--- src/rtl/mbist_march_y_ctrl.sv ---
// March Y memory BIST controller: sequences {<>(w0); ^(r0,w1,r1); v(r1,w0,r0); <>(r0)}
// one memory op per clock and compares read data one cycle after each read.
module mbist_march_y_ctrl #(
    parameter int unsigned ADDR_W = 4,
    parameter int unsigned DATA_W = 8
) (
    input  logic              clk,
    input  logic              rst,
    input  logic              start,
    output logic [ADDR_W-1:0] CA,
    output logic              we,
    output logic              re,
    output logic [DATA_W-1:0] datain,
    input  logic [DATA_W-1:0] dataout,
    output logic              busy,
    output logic              done,
    output logic              fail,
    output logic [ADDR_W-1:0] fail_addr,
    output logic [1:0]        fail_elem,
    output logic [7:0]        err_count
);

    localparam logic [ADDR_W-1:0] ADDR_MAX = '1;
    localparam logic [ADDR_W-1:0] ADDR_MIN = '0;
    localparam logic [DATA_W-1:0] PAT_ZERO = '0;
    localparam logic [DATA_W-1:0] PAT_ONES = '1;
    localparam logic [7:0]        ERR_MAX  = 8'hFF;

    typedef enum logic [2:0] {
        S_IDLE,
        S_M0,
        S_M1,
        S_M2,
        S_M3,
        S_DRAIN,
        S_DONE
    } state_t;

    state_t            state, state_n;
    logic [1:0]        phase, phase_n;
    logic [ADDR_W-1:0] ca_n;
    logic              we_n, re_n;
    logic [DATA_W-1:0] datain_n;
    logic              busy_n, done_n, fail_n;
    logic [ADDR_W-1:0] fail_addr_n;
    logic [1:0]        fail_elem_n;
    logic [7:0]        err_count_n;

    logic              cmp_valid, cmp_valid_n;
    logic [DATA_W-1:0] cmp_exp, cmp_exp_n;
    logic [ADDR_W-1:0] cmp_addr, cmp_addr_n;
    logic [1:0]        cmp_elem, cmp_elem_n;

    logic [DATA_W-1:0] rd_exp_c;
    logic [1:0]        rd_elem_c;
    logic              mismatch_c;

    // Expected word and element of the read currently on the bus
    always_comb begin
        rd_exp_c  = PAT_ZERO;
        rd_elem_c = 2'd0;
        case (state)
            S_M1: begin
                rd_elem_c = 2'd1;
                rd_exp_c  = (phase == 2'd2) ? PAT_ONES : PAT_ZERO;
            end
            S_M2: begin
                rd_elem_c = 2'd2;
                rd_exp_c  = (phase == 2'd0) ? PAT_ONES : PAT_ZERO;
            end
            S_M3: begin
                rd_elem_c = 2'd3;
                rd_exp_c  = PAT_ZERO;
            end
            default: begin
                rd_elem_c = 2'd0;
                rd_exp_c  = PAT_ZERO;
            end
        endcase
    end

    assign mismatch_c = cmp_valid && (dataout != cmp_exp);

    // Next-state, next-op and result logic
    always_comb begin
        state_n     = state;
        phase_n     = phase;
        ca_n        = CA;
        we_n        = 1'b0;
        re_n        = 1'b0;
        datain_n    = datain;
        busy_n      = busy;
        done_n      = done;
        fail_n      = fail;
        fail_addr_n = fail_addr;
        fail_elem_n = fail_elem;
        err_count_n = err_count;
        cmp_valid_n = re;
        cmp_exp_n   = rd_exp_c;
        cmp_addr_n  = CA;
        cmp_elem_n  = rd_elem_c;

        if (mismatch_c) begin
            fail_n = 1'b1;
            if (!fail) begin
                fail_addr_n = cmp_addr;
                fail_elem_n = cmp_elem;
            end
            if (err_count != ERR_MAX) begin
                err_count_n = err_count + 8'd1;
            end
        end

        case (state)
            S_IDLE, S_DONE: begin
                if (start) begin
                    state_n     = S_M0;
                    phase_n     = 2'd0;
                    ca_n        = ADDR_MIN;
                    we_n        = 1'b1;
                    datain_n    = PAT_ZERO;
                    busy_n      = 1'b1;
                    done_n      = 1'b0;
                    fail_n      = 1'b0;
                    fail_addr_n = '0;
                    fail_elem_n = 2'd0;
                    err_count_n = 8'd0;
                end
            end
            S_M0: begin
                if (CA == ADDR_MAX) begin
                    state_n = S_M1;
                    ca_n    = ADDR_MIN;
                    phase_n = 2'd0;
                    re_n    = 1'b1;
                end else begin
                    ca_n     = CA + ADDR_W'(1);
                    we_n     = 1'b1;
                    datain_n = PAT_ZERO;
                end
            end
            S_M1: begin
                case (phase)
                    2'd0: begin
                        phase_n  = 2'd1;
                        we_n     = 1'b1;
                        datain_n = PAT_ONES;
                    end
                    2'd1: begin
                        phase_n = 2'd2;
                        re_n    = 1'b1;
                    end
                    default: begin
                        phase_n = 2'd0;
                        re_n    = 1'b1;
                        if (CA == ADDR_MAX) begin
                            state_n = S_M2;
                        end else begin
                            ca_n = CA + ADDR_W'(1);
                        end
                    end
                endcase
            end
            S_M2: begin
                case (phase)
                    2'd0: begin
                        phase_n  = 2'd1;
                        we_n     = 1'b1;
                        datain_n = PAT_ZERO;
                    end
                    2'd1: begin
                        phase_n = 2'd2;
                        re_n    = 1'b1;
                    end
                    default: begin
                        phase_n = 2'd0;
                        re_n    = 1'b1;
                        if (CA == ADDR_MIN) begin
                            state_n = S_M3;
                        end else begin
                            ca_n = CA - ADDR_W'(1);
                        end
                    end
                endcase
            end
            S_M3: begin
                if (CA == ADDR_MAX) begin
                    state_n = S_DRAIN;
                end else begin
                    ca_n = CA + ADDR_W'(1);
                    re_n = 1'b1;
                end
            end
            S_DRAIN: begin
                state_n = S_DONE;
                busy_n  = 1'b0;
                done_n  = 1'b1;
            end
            default: begin
                state_n = S_IDLE;
                busy_n  = 1'b0;
                done_n  = 1'b0;
            end
        endcase
    end

    // State, op and result registers
    always_ff @(posedge clk) begin
        if (rst) begin
            state     <= S_IDLE;
            phase     <= 2'd0;
            CA        <= '0;
            we        <= 1'b0;
            re        <= 1'b0;
            datain    <= '0;
            busy      <= 1'b0;
            done      <= 1'b0;
            fail      <= 1'b0;
            fail_addr <= '0;
            fail_elem <= 2'd0;
            err_count <= 8'd0;
            cmp_valid <= 1'b0;
            cmp_exp   <= '0;
            cmp_addr  <= '0;
            cmp_elem  <= 2'd0;
        end else begin
            state     <= state_n;
            phase     <= phase_n;
            CA        <= ca_n;
            we        <= we_n;
            re        <= re_n;
            datain    <= datain_n;
            busy      <= busy_n;
            done      <= done_n;
            fail      <= fail_n;
            fail_addr <= fail_addr_n;
            fail_elem <= fail_elem_n;
            err_count <= err_count_n;
            cmp_valid <= cmp_valid_n;
            cmp_exp   <= cmp_exp_n;
            cmp_addr  <= cmp_addr_n;
            cmp_elem  <= cmp_elem_n;
        end
    end

endmodule

--- config.mk ---
export PLATFORM = sky130hd
export DESIGN_NAME = mbist_march_y_ctrl
export DESIGN_NICKNAME = d
export VERILOG_FILES = /design/src/rtl/mbist_march_y_ctrl.sv
export SDC_FILE = /design/constraint.sdc
export NUM_CORES = 1
export LEC_CHECK = 0
export CAP_MARGIN = 20
export CORE_AREA = 2 2 67 69
export CTS_CLUSTER_DIAMETER = 100
export DETAILED_ROUTE_END_ITERATION = 6
export DIE_AREA = 0 0 69 71
export PLACE_DENSITY = 0.81
export REMOVE_ABC_BUFFERS = 1
export SLEW_MARGIN = 30
export SYNTH_ARGS = -nofsm -noshare
export SYNTH_HDL_FRONTEND = slang
export SYNTH_SLANG_ARGS = --single-unit
--- constraint.sdc ---
create_clock -name clk -period 2.15 [get_ports clk]
set_input_delay 0.43 -clock clk [delete_from_list [all_inputs] [get_ports clk]]
set_output_delay 0.43 -clock clk [all_outputs]
set_load 0.01 [all_outputs]
# After elaboration in Yosys (flattened, before gate mapping)
# Index checks and enable logic that the tools add are counted.
word_totals:
  regBits: 51
  input_bits: 11
  output_inout_bits: 31
  elab_cells: 112
op_classes:
  n_addsub: 3
  n_eq_ne: 22
  n_mux: 54
  bitwise: 1
  reduce_logical: 16
ops:
  columns: ["operator", "n"]
  rows:
  - ["two-way mux 8 bit", 10]
  - ["two-way mux 4 bit", 10]
  - ["case mux 8 bit (4 select lines)", 1]
  - ["!= test 2 bit, second input constant", 11]
  - ["two-way mux 3 bit", 7]
  - ["case mux 4 bit (5 select lines)", 1]
  - ["case mux 3 bit (6 select lines)", 1]
  - ["case mux 8 bit (2 select lines)", 1]
  - ["two-way mux 2 bit", 6]
  - ["case mux 2 bit (3 select lines)", 2]
  - ["two-way mux 1 bit", 10]
  - ["AND reduction 5 bit", 2]
  - ["equality test 3 bit, second input constant", 3]
  - ["case mux 1 bit (3 select lines)", 3]
  - ["adder 8 x 1 -> 8 bit, second input constant", 1]
  - ["!= test 8 bit", 1]
  - ["!= test 8 bit, second input constant", 1]
  - ["AND reduction 7 bit", 1]
  - ["equality test 3 x 2 -> 1 bit, second input constant", 2]
  - ["OR reduction 2 bit", 3]
  - ["nonzero test 5 bit", 1]
  - ["adder 4 x 1 -> 4 bit, second input constant", 1]
  - ["equality test 4 bit, second input constant", 1]
  - ["zero test 4 bit", 1]
  - ["15 further kinds", 15]

# Depth between registers and ports, before layout
# Gate-level depths: netlist of run 1.
depth:
  depth_word: 5
  mapped_depth: 7
  ltp_nobuf: 7

# Worst setup path after synthesis of run 1
# No wires, ideal clock.
synth_timing:
  path_kind: "register to register"
  start: "reg CA[1]"
  end: "reg CA[3]"
  setup_time_ns: 0.119
  arrival_time_ns: 1.549
  t_required_ns: 2.031
  path_slack_ns: 0.482
  path_stages_with_launch: 8
  path_buffers: 1
  synth_period_minus_slack_ns: 1.668
  path_cell_list: "dfxtp_1 > ha_1 > and3_1 > clkbuf_1 > o22ai_2 > nand2b_1 > a32oi_1 > o2bb2ai_1"
synth_between:
  elab_chain_len: 4
  word_cells_on_any_way: 12
  classes_between: "add/sub: 2; eq/ne: 2; mux: 6; reduce/logical: 2"
synth_lines:
  columns: ["item", "line", "rtl"]
  rows:
  - ["from (decl)", "10", "output logic [ADDR_W-1:0] CA,"]
  - ["from (signal assigned)", "229", "CA <= ca_n;"]
  - ["subtractor 4 x 1 -> 4 bit, or another cell as far along", "181", "ca_n = CA - ADDR_W'(1);"]
  - ["two-way mux 4 bit, on equally long branches", "178, 156, 187", null]
  - ["two-way mux 4 bit, on equally long branches", "165, 143", null]
  - ["case mux 4 bit (5 select lines)", "114", "case (state)"]
# Several ways; a longest one is shown, not always the timed one. The select of a mux whose other input is x is not followed.
# A chain may end at the register's enable or synchronous reset.

# Worst setup path in the final report of run 1
layout_timing:
  start: "reg CA[3]"
  end: "out CA[3]"
# No word-level cell between the ends.

==> impl_summary.log, run 1 <==
INFO  metric status = finished, final reports clean
INFO  metric asyncSetResetFlopFracSynth = 0%
INFO  metric port-buffer-count = 41
INFO  metric finalSetupTns = 0 ps
INFO  metric worst_ir_drop_vdd = 0.364 mV
INFO  metric holdBufCountCts = 0
INFO  metric worstSetupPathDepth = 1
INFO  metric area_growth = 27.3%
INFO  metric r2r_end = CA[3]$_SDFFE_PP0P_
INFO  metric site_rows = 24
INFO  metric place_hpwl = 3290 um
INFO  metric groute.usage.overall = 18.7%
INFO  metric critPathCapture = CA[3]
INFO  metric placed_area = 0.00246 mm2
INFO  metric cts_tree = yes
INFO  metric drc_errors = 0
INFO  metric initial_utilization = 48.5%
INFO  metric vias = 1867
INFO  metric yosys.area.top_type_share = 36.3%
INFO  metric cts.path.max_buffers = 2
INFO  metric clock_pin_slew_on_the_worst_setup_and_hold_paths = 80 ps
INFO  metric cp.buffers_inverters = 1
INFO  metric number_of_cts_inserted_buffers = 5
INFO  metric cts_root_buf = sky130_fd_sc_hd__clkbuf_8
INFO  metric synth_area_leaders = sky130_fd_sc_hd__dfxtp_1 (36%), sky130_fd_sc_hd__a21oi_1 (6.1%), sky130_fd_sc_hd__nor2_1 (5.0%)
INFO  metric cp.arrival = 1460 ps
INFO  metric filler_cell_count = 391
INFO  metric setup.reg_to_reg.worst_slack = between 300 and 400 ps
INFO  metric cts_setup_buffers = 0
INFO  metric antenna_cells = 0
INFO  metric coreArea = 0.00420 mm2
INFO  metric synth.largest_area_cell = sky130_fd_sc_hd__dfxtp_1
INFO  metric critical-path-slowest-cell = sky130_fd_sc_hd__clkdlybuf4s50_1
INFO  metric initial_antenna_violation_count = 0
INFO  metric crit_type = flip-flop to output port
INFO  metric finalCritPeriodShare = between 80% and 90%
INFO  metric setup_violations = 0
INFO  metric viasPerCell = between 5 and 6
INFO  metric fp.dieArea = 0.00490 mm2
INFO  metric drt_iter0_markers = between 60 and 70
INFO  metric hold_path_class = flip-flop to flip-flop
INFO  metric drv_slew = 0
INFO  metric net_count_of_the_finished_layout = 300
INFO  metric post_synth_instance_area = roughly 0.0020 mm2
INFO  metric crit_path_start_kind = flip-flop
INFO  metric syn_inst = 250
INFO  metric worst_slew_pin_slew = between 600 and 700 ps
INFO  metric total_power = 1.54 mW
INFO  metric worst_path_largest_cell_delay = roughly 600 ps
INFO  metric largest_net_degree_at_the_start_of_global_routing = 21
INFO  metric worstHoldStart = cmp_elem[1]$_SDFF_PP0_
INFO  metric grt_first_pass_wirelength = about 7600 um
INFO  metric critPathCaptureType = output port
INFO  metric cts-resized-gates = 0
INFO  metric timing.critical_path.cells = clkdlybuf4s50_1
INFO  metric pin_count = 42
INFO  metric fmax = 529 MHz
INFO  metric synth.yosys.seq_area_share = 36.3%
INFO  metric period_needed = 1890 ps
INFO  metric routabilityCongestion = 0.836
INFO  metric synth_enable_flop_cells = 0
INFO  metric wl = ~4500 um
INFO  metric postSynth.topFlopCell = sky130_fd_sc_hd__dfxtp_1
INFO  metric h-tree-depth = 2
INFO  metric clk-insertion-delay-late = 290 ps
INFO  metric worst_clock_skew = 3.93 ps
INFO  metric crit_required = 1720 ps
INFO  metric power-per-cell-area = 593 mW/mm2
INFO  metric cts_sinks = 37
INFO  metric grt_setup_unrepaired = false
INFO  metric drv_cap = 0
INFO  metric ys_ff_latch = 37
INFO  metric crit_path_start = CA[3]$_SDFFE_PP0P_
INFO  metric floorplan.die.width = 69 um
INFO  metric fraction_of_final_layout_cells_with_drive_strength_greater_than_1 = 12.6%
INFO  metric first_global_vias = 1658
INFO  metric ys.warnings.count = 0
INFO  metric reg2regPathDepth = 5
INFO  metric fin_area = 0.00259 mm2
INFO  metric ant_nets = 0
INFO  metric worst_path_dominant_cell_family = buffers and inverters
INFO  metric drtPass1Iterations = 4
INFO  metric netlist-cell-type-count = between 50 and 60
INFO  metric wl_per_cell = 13.3 um
INFO  metric max_slew_margin = a little over half
INFO  metric die_span_in_y = 71 um
INFO  metric final-hold-violation-count = 0
INFO  metric p_leak = roughly 0.86 nW
INFO  metric post_syn_area_per_cell = 8.15 um2
INFO  metric regToRegStartpoint = state[2]$_SDFFE_PP0P_
INFO  metric critical_path.max_fanout = 12
INFO  metric remaining_global_route_overflow = 0
## cell families after synthesis
| logic type | share of synthesized area [%] |
|---|---|
| buf+inv | 7.18 |
| simple gates | 26.8 |
| compound gates | 23.9 |
| flops | 36.3 |
| xor+xnor | 3.38 |
| fa+ha+maj | 2.46 |
## registers in the layout, summed over array words and instances, names as in the netlist, 2 cells and up
name,flops
phase,2
fail_elem,2
err_count,8
cmp_elem,2
state,3
cmp_addr,4
fail_addr,4
CA,4
## area by class of cell
cell class              instances  area, um2  area share [%]
multi-input cells             185       1150            44.4
flip-flops and latches         37        741            28.5
repair buffers                 50        478            18.4
clock buffers                   5       68.8            2.65
clock inverters                 3       68.8            2.65
well taps                      52       65.1            2.51
inverters                       6       22.5           0.868
## synth_stat cells (2+ instances only)
| library cell | number |
|---|---|
| sky130_fd_sc_hd__a21oi_1 | 25 |
| sky130_fd_sc_hd__nand2_1 | 25 |
| sky130_fd_sc_hd__or3_1 | 4 |
| sky130_fd_sc_hd__nor2_1 | 27 |
| sky130_fd_sc_hd__buf_4 | 8 |
| sky130_fd_sc_hd__a21oi_2 | 2 |
| sky130_fd_sc_hd__nor3b_1 | 2 |
| sky130_fd_sc_hd__nor4_1 | 5 |
| sky130_fd_sc_hd__clkbuf_1 | 2 |
| sky130_fd_sc_hd__buf_2 | 9 |
| sky130_fd_sc_hd__nand3_1 | 10 |
| sky130_fd_sc_hd__nand4_1 | 2 |
| sky130_fd_sc_hd__o21ai_0 | 15 |
| sky130_fd_sc_hd__buf_1 | 3 |
| sky130_fd_sc_hd__nor2b_1 | 6 |
| sky130_fd_sc_hd__xnor2_1 | 5 |
| sky130_fd_sc_hd__nor3_2 | 2 |
| sky130_fd_sc_hd__nand3b_1 | 2 |
| sky130_fd_sc_hd__nand2b_1 | 2 |
| sky130_fd_sc_hd__a32oi_1 | 2 |
| sky130_fd_sc_hd__inv_1 | 5 |
| sky130_fd_sc_hd__ha_1 | 4 |
| sky130_fd_sc_hd__a31oi_1 | 2 |
| sky130_fd_sc_hd__o2bb2ai_1 | 4 |
| sky130_fd_sc_hd__nor3_1 | 6 |
| sky130_fd_sc_hd__dfxtp_1 | 37 |
| sky130_fd_sc_hd__o21a_1 | 4 |
## layout by cell type (no fill, tap or decap), drive strengths merged, types with 5 or more instances in the layout
| cell | count |
|---|---|
| nand2 | 25 |
| or3 | 5 |
| inv | 7 |
| a21oi | 27 |
| clkdlybuf4s50 | 41 |
| nor4 | 5 |
| nor2 | 27 |
| buf | 9 |
| xnor2 | 6 |
| nand3 | 11 |
| clkbuf | 5 |
| nor2b | 6 |
| dfxtp | 37 |
| o21ai | 16 |
| nor3 | 8 |
## metrics by stage
step / hold slack [ps] / utilization, % / instances / setup slack [ps]
6_report: 445 / 61.7 / 338 / 259
3_5_place_dp: 436 / 58.5 / 330 / 92.0
4_1_cts: 448 / 61.7 / 338 / 271
3_3_place_gp: 426 / 58.5 / 330 / 103
5_1_grt: 450 / 61.7 / 338 / 133
2_1_floorplan: 417 / - / 228 / 494
## where the power goes
group          internal (mW)  switching, mW  total, mW
Combinational         0.0560         0.0568      0.113
Sequential             0.692         0.0119      0.704
Clock                  0.467          0.256      0.723
## per-layer routing
layer	track usage, %	routed length [um]	vias to the layer above
li1	-	-	961
met1	23.0	2040	844
met2	32.4	2120	55
met3	4.27	274	7
met4	6.54	59	0
met5	0	0	-
## how the worst min path moves through the flow
stage / to / slack (ps) / cells past startpoint
5_1_grt: fail_addr[3]$_SDFF_PP0_ / 450 / 2
2_1_floorplan: fail_addr[0]$_SDFF_PP0_ / 420 / 2
3_5_place_dp: fail_elem[1]$_SDFF_PP0_ / 440 / 2
6_report: fail_elem[1]$_SDFF_PP0_ / 440 / 2
3_3_place_gp: fail_elem[0]$_SDFF_PP0_ / 430 / 2
4_1_cts: fail_addr[3]$_SDFF_PP0_ / 450 / 2
No activity file was read; power rests on OpenSTA's default activity.
==> run 2, diff against run 1 <==
--- a/config.mk
+++ b/config.mk
@@ -6,11 +6,11 @@
 export NUM_CORES = 1
 export LEC_CHECK = 0
 export CAP_MARGIN = 20
-export CORE_AREA = 2 2 67 69
+export CORE_AREA = 2 2 70 72
 export CTS_CLUSTER_DIAMETER = 100
 export DETAILED_ROUTE_END_ITERATION = 6
-export DIE_AREA = 0 0 69 71
-export PLACE_DENSITY = 0.81
+export DIE_AREA = 0 0 72 74
+export PLACE_DENSITY = 0.78
 export REMOVE_ABC_BUFFERS = 1
 export SLEW_MARGIN = 30
 export SYNTH_ARGS = -nofsm -noshare
==> constraint.sdc (replaced) <==
create_clock -name clk -period 1.7 [get_ports clk]
set_input_delay 0.34 -clock clk [delete_from_list [all_inputs] [get_ports clk]]
set_output_delay 0.34 -clock clk [all_outputs]
set_load 0.01 [all_outputs]
==> impl_summary.log, run 2 (synthesized netlist as in run 1, its figures left out) <==
INFO  metric period_needed = 1660 ps
INFO  metric drc_errors = 0
INFO  metric port-buffer-count = 41
INFO  metric vias = slightly below 2000
INFO  metric drt_iter0_markers = 65
INFO  metric drv_cap = 0
INFO  metric comb_power_share = a little under a tenth
INFO  metric ant_nets = 0
INFO  metric cts.path.max_buffers = 2
INFO  metric final-hold-violation-count = 0
INFO  metric grt.busiest_layer = met2
INFO  metric antenna_cells = 0
INFO  metric fp.dieArea = 0.00533 mm2
INFO  metric timing.critical_path.cells = clkdlybuf4s50_1 -> nand3_1 -> or4_4 -> o2111a_4 -> a31o_1
INFO  metric remaining_global_route_overflow = 0
INFO  metric critical_path.max_fanout = 4
INFO  metric die_span_in_y = 74 um
INFO  metric cts_tree = yes
INFO  metric worst_clock_skew = 3.65 ps
INFO  metric regToRegStartpoint = CA[0]$_SDFFE_PP0P_
INFO  metric mostFrequentLayoutCells = sky130_fd_sc_hd__clkdlybuf4s50_1 (34), sky130_fd_sc_hd__dfxtp_1 (29), sky130_fd_sc_hd__nor2_1 (27), sky130_fd_sc_hd__buf_4 (27), sky130_fd_sc_hd__a21oi_1 (25)
INFO  metric worst_hold_path.num_cells = 2
INFO  metric max_slew_margin = 75.2%
INFO  metric power.switching_fraction = between 20% and 30%
INFO  metric cts_root_buf = sky130_fd_sc_hd__clkbuf_8
INFO  metric worst_ir_drop_vdd = 0.399 mV
INFO  metric clock_pin_slew_on_the_worst_setup_and_hold_paths = 80 ps
INFO  metric power_switching = 431 uW
INFO  metric initial_utilization = 44.3%
INFO  metric setup_violations = 0
INFO  metric worstHoldStart = cmp_addr[0]$_SDFF_PP0_
INFO  metric regMostFlops = err_count
INFO  metric place_hpwl = 3590 um
INFO  metric power-per-cell-area = 666 mW/mm2
INFO  metric r2r_end = CA[2]$_SDFFE_PP0P_
INFO  metric setup.reg_to_reg.worst_slack = 140 ps
INFO  metric globalRouteMet2Util = between 30% and 40%
INFO  metric place_ws = -288 ps
INFO  metric power_report.internal_total = ~1.4 mW
INFO  metric net_count_of_the_finished_layout = 319
INFO  metric number_of_cts_inserted_buffers = 5
INFO  metric critical-path-slowest-cell = sky130_fd_sc_hd__or4_4
INFO  metric globalRouteMet3Util = 3.93%
INFO  metric coreArea = 0.00460 mm2
INFO  metric fmax = 602 MHz
INFO  metric p_clk_share = about 43%
INFO  metric wl_per_cell = 13.9 um
INFO  metric worst_slew_pin_slew = around 370 ps
INFO  metric power.share.sequential = 47.3%
INFO  metric cp.arrival = 1850 ps
INFO  metric largest_register_ffs = 8
INFO  metric worst_path_largest_cell_delay = 510 ps
INFO  metric crit_required = about 1900 ps
INFO  metric cp.buffers_inverters = 1
INFO  metric fraction_of_final_layout_cells_with_drive_strength_greater_than_1 = between 20% and 30%
INFO  metric area_growth = 37.9%
INFO  metric min_delay_worst_endpoint = fail_addr[0]$_SDFF_PP0_
INFO  metric finalSetupTns = 0 ps
INFO  metric drtPass1Iterations = 4
INFO  metric clk-insertion-delay-late = 290 ps
INFO  metric post-route-worst-setup-slack = around 39 ps
INFO  metric groute.usage.overall = between 15 and 20%
INFO  metric reg2regPathDepth = 7
INFO  metric mostFrequentLayoutCell = sky130_fd_sc_hd__clkdlybuf4s50_1
INFO  metric viasPerCell = around 5.5
INFO  metric wl = 5000 um
INFO  metric hold_path_class = flip-flop to flip-flop
INFO  metric routabilityCongestion = ~0.86
INFO  metric first_global_vias = 1791
INFO  metric grt_first_pass_wirelength = ~7800 um
INFO  metric initial_antenna_violation_count = 0
INFO  metric worst_path_dominant_cell_family = simple AND/OR/NAND/NOR gates
INFO  metric pin_count = 42
INFO  metric drv_slew = 0
INFO  metric h-tree-depth = 2
INFO  metric site_rows = 25
INFO  metric cts_sinks = 37
INFO  metric p_leak = 1.03 nW
INFO  metric crit_path_start_kind = input port
INFO  metric finalCritPeriodShare = 97.7%
INFO  metric grtUsageMet1 = 21.4%
INFO  metric grt_setup_unrepaired = false
INFO  metric critPathCaptureType = flip-flop
INFO  metric crit_type = input port to flip-flop
INFO  metric largest_net_degree_at_the_start_of_global_routing = 16
INFO  metric floorplan.die.width = 72 um
INFO  metric status = finished, final reports clean
==> run 2: worst max path at each step <==
stage                                start                 endpoint  slack (ps)  cells past startpoint
global route            CA[3]$_SDFFE_PP0P_                    CA[3]           2                      1
finish                          dataout[0]  err_count[5]$_SDFF_PP0_          40                      5
floorplan            state[0]$_SDFFE_PP0P_       CA[3]$_SDFFE_PP0P_          40                      5
detailed placement              dataout[4]  err_count[6]$_SDFF_PP0_        -290                      6
global placement                dataout[3]  err_count[0]$_SDFF_PP0_        -250                      6
CTS                 datain[6]$_SDFFE_PP0P_                datain[6]           2                      1
==> run 2: metrics by stage <==
stage	power [mW]	cell area, um2	std cells	util, %	hold WS [ps]
after floorplan	0.979	1910	228	-	407
after global placement	1.07	2590	350	56.4	424
after detailed placement	1.07	2590	350	56.4	426
after CTS	1.88	2720	358	59.1	437
after global routing	1.93	2810	359	61.1	466
final	1.87	2810	359	61.1	438
==> run 2: worst register-to-register path, cell delays in order, from the launching register on <==
cell and delay, ps:
sky130_fd_sc_hd__dfxtp_2 350, sky130_fd_sc_hd__inv_1 80, sky130_fd_sc_hd__ha_1 200, sky130_fd_sc_hd__nor3b_2 170, sky130_fd_sc_hd__o21a_1 190, sky130_fd_sc_hd__o22ai_2 160, sky130_fd_sc_hd__nand3b_1 170, sky130_fd_sc_hd__o2bb2ai_1 180
==> run 2: layout make-up <==
| cell class | count | area, um2 |
|---|---|---|
| clock buffer | 6 | 82.6 |
| sequential | 37 | 751 |
| multi-input combinational | 186 | 1220 |
| clock inverter | 2 | 37.5 |
| inverter | 6 | 22.5 |
| tap | 54 | 67.6 |
| timing repair buffer | 68 | 631 |
| fill | 401 | 1790 |
==> run 2: power by group through the flow <==
stage | registers (mW) | logic, mW | clock network, mW
after floorplan | 0.913 | 0.0663 | 0
after global placement | 0.905 | 0.166 | 0
after detailed placement | 0.905 | 0.169 | 0
after CTS | 0.884 | 0.170 | 0.827
after global routing | 0.887 | 0.190 | 0.855
final | 0.884 | 0.176 | 0.811
==> run 2: what timing repair did <==
| item | CTS | global route |
|---|---|---|
| pin swaps | 0 | 5 |
| endpoints found under the hold margin | 0 | 0 |
| hold buffers | 0 | 0 |
| cloned | 0 | 1 |
| resized for setup | 3 | 22 |
| buffers inserted | 0 | 0 |
| endpoints found under the setup margin | 3 | 31 |
==> run 2: per-layer routing <==
metal / routed length, um / vias up
li1: - / 998
met1: 2230 / 925
met2: 2490 / 44
met3: 229 / 6
met4: 58 / 0
met5: 0 / -
